**config.mk**
```make
export PLATFORM = sky130hd
export DESIGN_NAME = rr_tree_mux
export DESIGN_NICKNAME = d
export VERILOG_FILES = /design/src/rtl/noc_pkg.sv /design/src/rtl/sync_fifo.sv /design/src/rtl/rr_tree_mux.sv
export SDC_FILE = /design/constraint.sdc
export NUM_CORES = 1
export LEC_CHECK = 0
export BUFFER_PORTS_ARGS = -buffer_cell sky130_fd_sc_hd__buf_2
export CAP_MARGIN = 10
export CORE_MARGIN = 1
export CORE_UTILIZATION = 37
export CTS_BUF_LIST = sky130_fd_sc_hd__clkbuf_4 sky130_fd_sc_hd__clkbuf_8
export CTS_CLUSTER_SIZE = 24
export DETAILED_ROUTE_END_ITERATION = 8
export PLACE_DENSITY_LB_ADDON = 0.12
export SETUP_SLACK_MARGIN = 0.02
export SLEW_MARGIN = 20
export SYNTH_ARGS = -nofsm -noshare
export SYNTH_HDL_FRONTEND = slang
export SYNTH_SLANG_ARGS = --single-unit
```
**constraint.sdc**
```tcl
create_clock -name clk -period 6.75 [get_ports clk]
set_input_delay 2.025 -clock clk [delete_from_list [all_inputs] [get_ports clk]]
set_output_delay 2.025 -clock clk [all_outputs]
set_load 0.05 [all_outputs]
```
**src/rtl/noc_pkg.sv**
```systemverilog
// Shared constants and helpers for the round-robin word multiplexer and its channel FIFOs.
package noc_pkg;

  localparam int WORD_WIDTH_DEF = 16;
  localparam int VAL_BIT_DEF    = 1;
  localparam int DROP_CNT_W     = 8;

  // Source-index width; never below one bit so a port always exists.
  function automatic int src_w(input int n);
    return (n > 1) ? $clog2(n) : 1;
  endfunction

endpackage

```
**src/rtl/sync_fifo.sv**
```systemverilog
// Single-clock FIFO with registered storage; a push becomes visible as not-empty one cycle later.
module sync_fifo #(
  parameter int WIDTH     = 15,
  parameter int LOG_DEPTH = 3
) (
  input  logic             clk,
  input  logic             rst,
  input  logic             push,
  input  logic             pop,
  input  logic [WIDTH-1:0] wdata,
  output logic [WIDTH-1:0] rdata,
  output logic             full,
  output logic             empty
);

  localparam int DEPTH = 2 ** LOG_DEPTH;
  localparam logic [LOG_DEPTH:0] PTR_ONE = 1;

  logic [WIDTH-1:0]   mem [DEPTH];
  logic [LOG_DEPTH:0] wr_ptr;
  logic [LOG_DEPTH:0] rd_ptr;

  // Pointers carry one extra wrap bit to tell full from empty.
  assign empty = (wr_ptr == rd_ptr);
  assign full  = (wr_ptr[LOG_DEPTH] != rd_ptr[LOG_DEPTH]) &&
                 (wr_ptr[LOG_DEPTH-1:0] == rd_ptr[LOG_DEPTH-1:0]);
  assign rdata = mem[rd_ptr[LOG_DEPTH-1:0]];

  always_ff @(posedge clk or negedge rst) begin
    if (!rst) begin
      wr_ptr <= '0;
      rd_ptr <= '0;
    end else begin
      if (push && !full)
        wr_ptr <= wr_ptr + PTR_ONE;
      if (pop && !empty)
        rd_ptr <= rd_ptr + PTR_ONE;
    end
  end

  always_ff @(posedge clk) begin
    if (push && !full)
      mem[wr_ptr[LOG_DEPTH-1:0]] <= wdata;
  end

endmodule

```
**src/rtl/rr_tree_mux.sv**
```systemverilog
// N_IN-channel buffered round-robin multiplexer onto one registered output word.
// Optional per-channel drop counters are enabled with the macro RR_TREE_MUX_DROP_STATS_EN.
module rr_tree_mux
  import noc_pkg::*;
#(
  parameter int WORD_WIDTH = WORD_WIDTH_DEF,
  parameter int VAL_BIT    = VAL_BIT_DEF,
  parameter int N_IN       = 4,
  parameter int LOG_DEPTH  = 3
) (
  input  logic                         clk,
  input  logic                         rst,
  input  logic                         busy,
  input  logic [N_IN*WORD_WIDTH-1:0]   in_data,
  output logic [N_IN-1:0]              full,
  output logic [WORD_WIDTH-1:0]        out,
  output logic [src_w(N_IN)-1:0]       out_src,
  output logic [N_IN*DROP_CNT_W-1:0]   drop_cnt
);

  localparam int PW = WORD_WIDTH - VAL_BIT;
  localparam int SW = src_w(N_IN);

  logic            armed;
  logic [N_IN-1:0] vld_in;
  logic [N_IN-1:0] push;
  logic [N_IN-1:0] pop;
  logic [N_IN-1:0] fifo_full;
  logic [N_IN-1:0] fifo_empty;
  logic [PW-1:0]   rdata [N_IN];

  logic            gnt_vld;
  logic [SW-1:0]   gnt_idx;
  logic [PW-1:0]   gnt_data;
  logic [SW-1:0]   ptr;
  logic [SW-1:0]   ptr_nxt;

  // Held low through the first edge after reset release so that edge ignores inputs.
  always_ff @(posedge clk or negedge rst) begin
    if (!rst) armed <= 1'b0;
    else      armed <= 1'b1;
  end

  for (genvar g = 0; g < N_IN; g++) begin : g_ch
    assign vld_in[g] = |in_data[g*WORD_WIDTH+PW +: VAL_BIT];
    assign push[g]   = vld_in[g] & armed;

    sync_fifo #(
      .WIDTH    (PW),
      .LOG_DEPTH(LOG_DEPTH)
    ) u_fifo (
      .clk  (clk),
      .rst  (rst),
      .push (push[g]),
      .pop  (pop[g]),
      .wdata(in_data[g*WORD_WIDTH +: PW]),
      .rdata(rdata[g]),
      .full (fifo_full[g]),
      .empty(fifo_empty[g])
    );
  end

  assign full = fifo_full | {N_IN{busy}};

  // Scan ptr, ptr+1, ... with explicit modulo so non-power-of-two counts wrap correctly.
  always_comb begin
    int idx;
    idx      = 0;
    gnt_vld  = 1'b0;
    gnt_idx  = '0;
    gnt_data = '0;
    for (int k = 0; k < N_IN; k++) begin
      idx = int'(ptr) + k;
      if (idx >= N_IN) idx = idx - N_IN;
      if (!gnt_vld && !fifo_empty[idx]) begin
        gnt_vld  = 1'b1;
        gnt_idx  = SW'(idx);
        gnt_data = rdata[idx];
      end
    end
  end

  assign ptr_nxt = (gnt_idx == SW'(N_IN - 1)) ? '0 : gnt_idx + SW'(1);

  always_comb begin
    pop = '0;
    if (gnt_vld && !busy) pop[gnt_idx] = 1'b1;
  end

  always_ff @(posedge clk or negedge rst) begin
    if (!rst) begin
      out     <= '0;
      out_src <= '0;
      ptr     <= '0;
    end else if (!busy) begin
      if (gnt_vld) begin
        out     <= {{VAL_BIT{1'b1}}, gnt_data};
        out_src <= gnt_idx;
        ptr     <= ptr_nxt;
      end else begin
        out[WORD_WIDTH-1 -: VAL_BIT] <= '0;
      end
    end
  end

`ifdef RR_TREE_MUX_DROP_STATS_EN
  logic [DROP_CNT_W-1:0] drop_q [N_IN];

  function automatic logic [DROP_CNT_W-1:0] sat_inc(input logic [DROP_CNT_W-1:0] v);
    return (&v) ? v : v + DROP_CNT_W'(1);
  endfunction

  // A drop is a valid, armed word meeting a FIFO already full before any same-cycle pop.
  always_ff @(posedge clk or negedge rst) begin
    if (!rst) begin
      for (int i = 0; i < N_IN; i++) drop_q[i] <= '0;
    end else begin
      for (int i = 0; i < N_IN; i++)
        if (push[i] && fifo_full[i]) drop_q[i] <= sat_inc(drop_q[i]);
    end
  end

  for (genvar g = 0; g < N_IN; g++) begin : g_drop
    assign drop_cnt[g*DROP_CNT_W +: DROP_CNT_W] = drop_q[g];
  end
`else
  assign drop_cnt = '0;
`endif

endmodule

```
==> impl_metrics.csv <==
group,metric,value,unit
run_status,status,"finished, final reports clean",
route,vias_per_cell,5.20,
route,wl_per_cell,23.5,um
layout,fillers,5570,
layout,synthToLayoutAreaGrowth,13.4,%
clock_network,cts_tree,"yes",
clock_network,cts_max_path_buffers,3,
power_and_ir_drop,power_density,461,nW/um^2
clock_network,clock_latency,0.66,ns
sta,timing.final.crit_share,71.6,%
route,drt_first_pass_iters,5,
worst_setup_path,crit_slowest_cell,"buf_2",
worst_setup_path,critPathMaxFanout,10,
route,drt_iter0_drc,779,
floorplan,rows,91,
floorplan,die_y,253,um
clock_network,cts_num_sinks,533,
worst_setup_path,cp-end-kind,"output pin",
sta,hold_viol,0,
power_and_ir_drop,p_int,7.50,mW
place,dpl-instance-area,24700,sq um
worst_setup_path,arrival,2.80,ns
floorplan,ios,121,
worst_setup_path,timing.rr.end,"g_ch[2].u_fifo.rd_ptr[1]",
sta,setup_violations,0,
worst_setup_path,reg2reg_depth,9,
floorplan,dieArea,64200,sq um
layout,mostFrequentLayoutCells,"480 x edfxtp_1, 158 x nor2_1, 99 x clkbuf_8",
clock_network,clockRootBuffer,"clkbuf_8",
floorplan,coreArea,62100,sq um
synthesis,synth_area,23400,sq um
route,wirelength,58.5,mm
global_routing,globalRouteOverflowTotal,0,
synthesis,synth_cell_types,64,
power_and_ir_drop,switching_share,38.6,%
worst_setup_path,path_class,"in2out",
clock_network,ctsHtreeMaxLevel,3,
layout,drive_gt1_share,30.9,%
floorplan,start_util,37.7,%
sta,min_period,4.83,ns
sta,max_freq,207,MHz
synthesis,ys.flop_type,"edfxtp_1",
clock_network,cts_made_buffers,91,
layout,seqCellArea,15800,sq um
hold_path,min_path_cells,1,
power_and_ir_drop,pwr-share-comb,40.6,%
synthesis,synth_area_leaders,"edfxtp_1 62%, mux4_2 9.2%, dfrtp_1 5.7%, mux2_2 3.9%, nor2_1 2.5%",
synthesis,synth_seq_cells,533,
worst_setup_path,cp.buffers_inverters,2,
sta,fin_skew,0.0241,ns
clock_network,hold_buffers,0,
sta,worstMarginPinSlew,1.18,ns
synthesis,synth-seq-area-share,67.3,%
hold_path,whs_endpoint,"g_ch[2].u_fifo.wr_ptr[3]",
global_routing,track_usage,18.6,%
worst_setup_path,crit_top_cell,"buf_2",
global_routing,grt_pass1_wl,86.6,mm
route,ant_nets,0,
route,vias,13000,
power_and_ir_drop,p_switching,4.71,mW
synthesis,synth_top_area_share,61.6,%
synthesis,synth_enable_flop_cells,480,
layout,final_area,26500,sq um
place,port_buffers,88,
global_routing,antenna_found_initial,5,
sta,slew_headroom,20.9,%
synthesis,yosys_warnings,0,
hold_path,hold_path_class,"reg2reg",
worst_setup_path,r2r_slack,2.91,ns
synthesis,synth_cells,1445,
synthesis,synth_largest_area_cell,"edfxtp_1",
power_and_ir_drop,p_leak,8.97,nW
place,dpl.hpwl,37.1,mm
worst_setup_path,max_stage_delay,0.34,ns
clock_network,clkTransAtPathRegs,0.06,ns
clock_network,post_cts_buffers,0,
layout,nNetsFinal,1661,
layout,layout_commonest_cell,"edfxtp_1",
power_and_ir_drop,seq_power_share,35.7,%
global_routing,grt_pass1_vias,13000,
power_and_ir_drop,clockPowerShare,23.7,%
sta,rsz0062_at_grt,"false",
worst_setup_path,worstPathRequired,4.72,ns
floorplan,fp.dieW,253,um
worst_setup_path,r2r-start,"g_ch[0].u_fifo.rd_ptr[1]",
power_and_ir_drop,ir_drop,185,uV
worst_setup_path,setup.worst_path.start_class,"primary input",
layout,multi_input_area,7060,sq um
place,place.gp.congestion,0.831,
clock_network,cts_resized,0,
job,drv_cap,0,
route,drc,0,
synthesis,async_flop_share,9.94,%
sta,slew_viol_final,0,
worst_setup_path,worstPathCellList,"buf_2 -> nand2b_1 -> buf_2",
synthesis,postSynthAreaPerCell,16.2,sq um
global_routing,grt_max_degree,78,
hold_path,hp-start,"g_ch[2].u_fifo.wr_ptr[3]",
worst_setup_path,crit_family,"buffers and inverters",
sta,finalSetupTns,0,ns
## kinds of logic after synthesis
| group | after synthesis | synth area share [%] |
|---|---|---|
| adder cells (fa/ha/maj) | 12 | 0.642 |
| AO/OA/AOI/OAI | 185 | 5.68 |
| XOR/XNOR | 43 | 1.64 |
| AND/OR/NAND/NOR | 319 | 6.48 |
| multiplexers | 221 | 15.0 |
| other | 2 | 0.0321 |
| buffers and inverters | 130 | 3.21 |
| flip-flops | 533 | 67.3 |
## cell type report
cell class | instances | share of cell area [%]
Inverter | 4 | 0.0566
Tap cell | 837 | 3.95
Timing Repair Buffer | 139 | 3.10
Clock buffer | 128 | 5.96
Antenna cell | 1 | 0.00944
Sequential cell | 533 | 59.4
Clock inverter | 36 | 0.887
Multi-Input combinational cell | 813 | 26.6
## power groups by stage
stage	Clock (mW)	Combinational [mW]	Sequential (mW)
floorplan	0	3.60	4.38
global placement	0	4.99	4.41
detailed placement	0	5.03	4.42
CTS	2.98	5.05	4.36
global route	3.12	5.38	4.41
finish	2.89	4.97	4.36
## per-layer routing
| layer | up-vias | track usage [%] | part of all wire (%) |
|---|---|---|---|
| li1 | 5891 | - | - |
| met1 | 6649 | 25.4 | 45 |
| met2 | 312 | 29.5 | 47 |
| met3 | 103 | 3.68 | 4.9 |
| met4 | 8 | 6.49 | 2.5 |
| met5 | - | 0 | 0.084 |
## how the worst max path moves through the flow
stage / start / endpoint / slack [ns] / cells after the start
after global placement: busy / full[3] / 1.88 / 3
after floorplan: busy / full[0] / 1.96 / 2
final: busy / full[3] / 1.92 / 3
after CTS: busy / full[3] / 1.89 / 3
after global routing: busy / full[3] / 1.86 / 3
after detailed placement: busy / full[3] / 1.90 / 3
## cell usage after synthesis (all sizes together) (3+ instances only)
cell type  instances
a2111oi            7
a211oi            23
a21oi             48
a31oi             17
a32oi              8
and3               4
buf               87
clkbuf            39
dfrtp             53
edfxtp           480
ha                12
inv                4
mux2              81
mux2i             44
mux4              96
nand2             36
nand2b            20
nand3              7
nand4              6
nor2             159
nor2b             15
nor3              58
nor3b              4
nor4               3
o21a               3
o21ai             12
o22ai             40
o31ai             16
or4                3
xnor2             16
xor2              27
## per-stage QoR
step                      power (mW)  hold slack (ns)  util (%)  std cells  setup slack, ns
after floorplan                 7.98            0.460         -       1476             1.96
after global placement          9.40            0.475      39.8       2326             1.88
after detailed placement        9.45            0.479      39.8       2326             1.90
after CTS                       12.4            0.489      42.7       2490             1.89
after global routing            12.9            0.505      42.7       2491             1.86
final                           12.2            0.485      42.7       2491             1.92
## registers in the layout, summed over array words and instances, names as in the netlist
register / cells
g_ch.u_fifo.wr_ptr: 16
ptr: 2
armed: 1
g_ch.u_fifo.rd_ptr: 16
g_ch.u_fifo.mem: 480
out: 16
out_src: 2
Note: power is estimated with default switching activity, not from simulation.
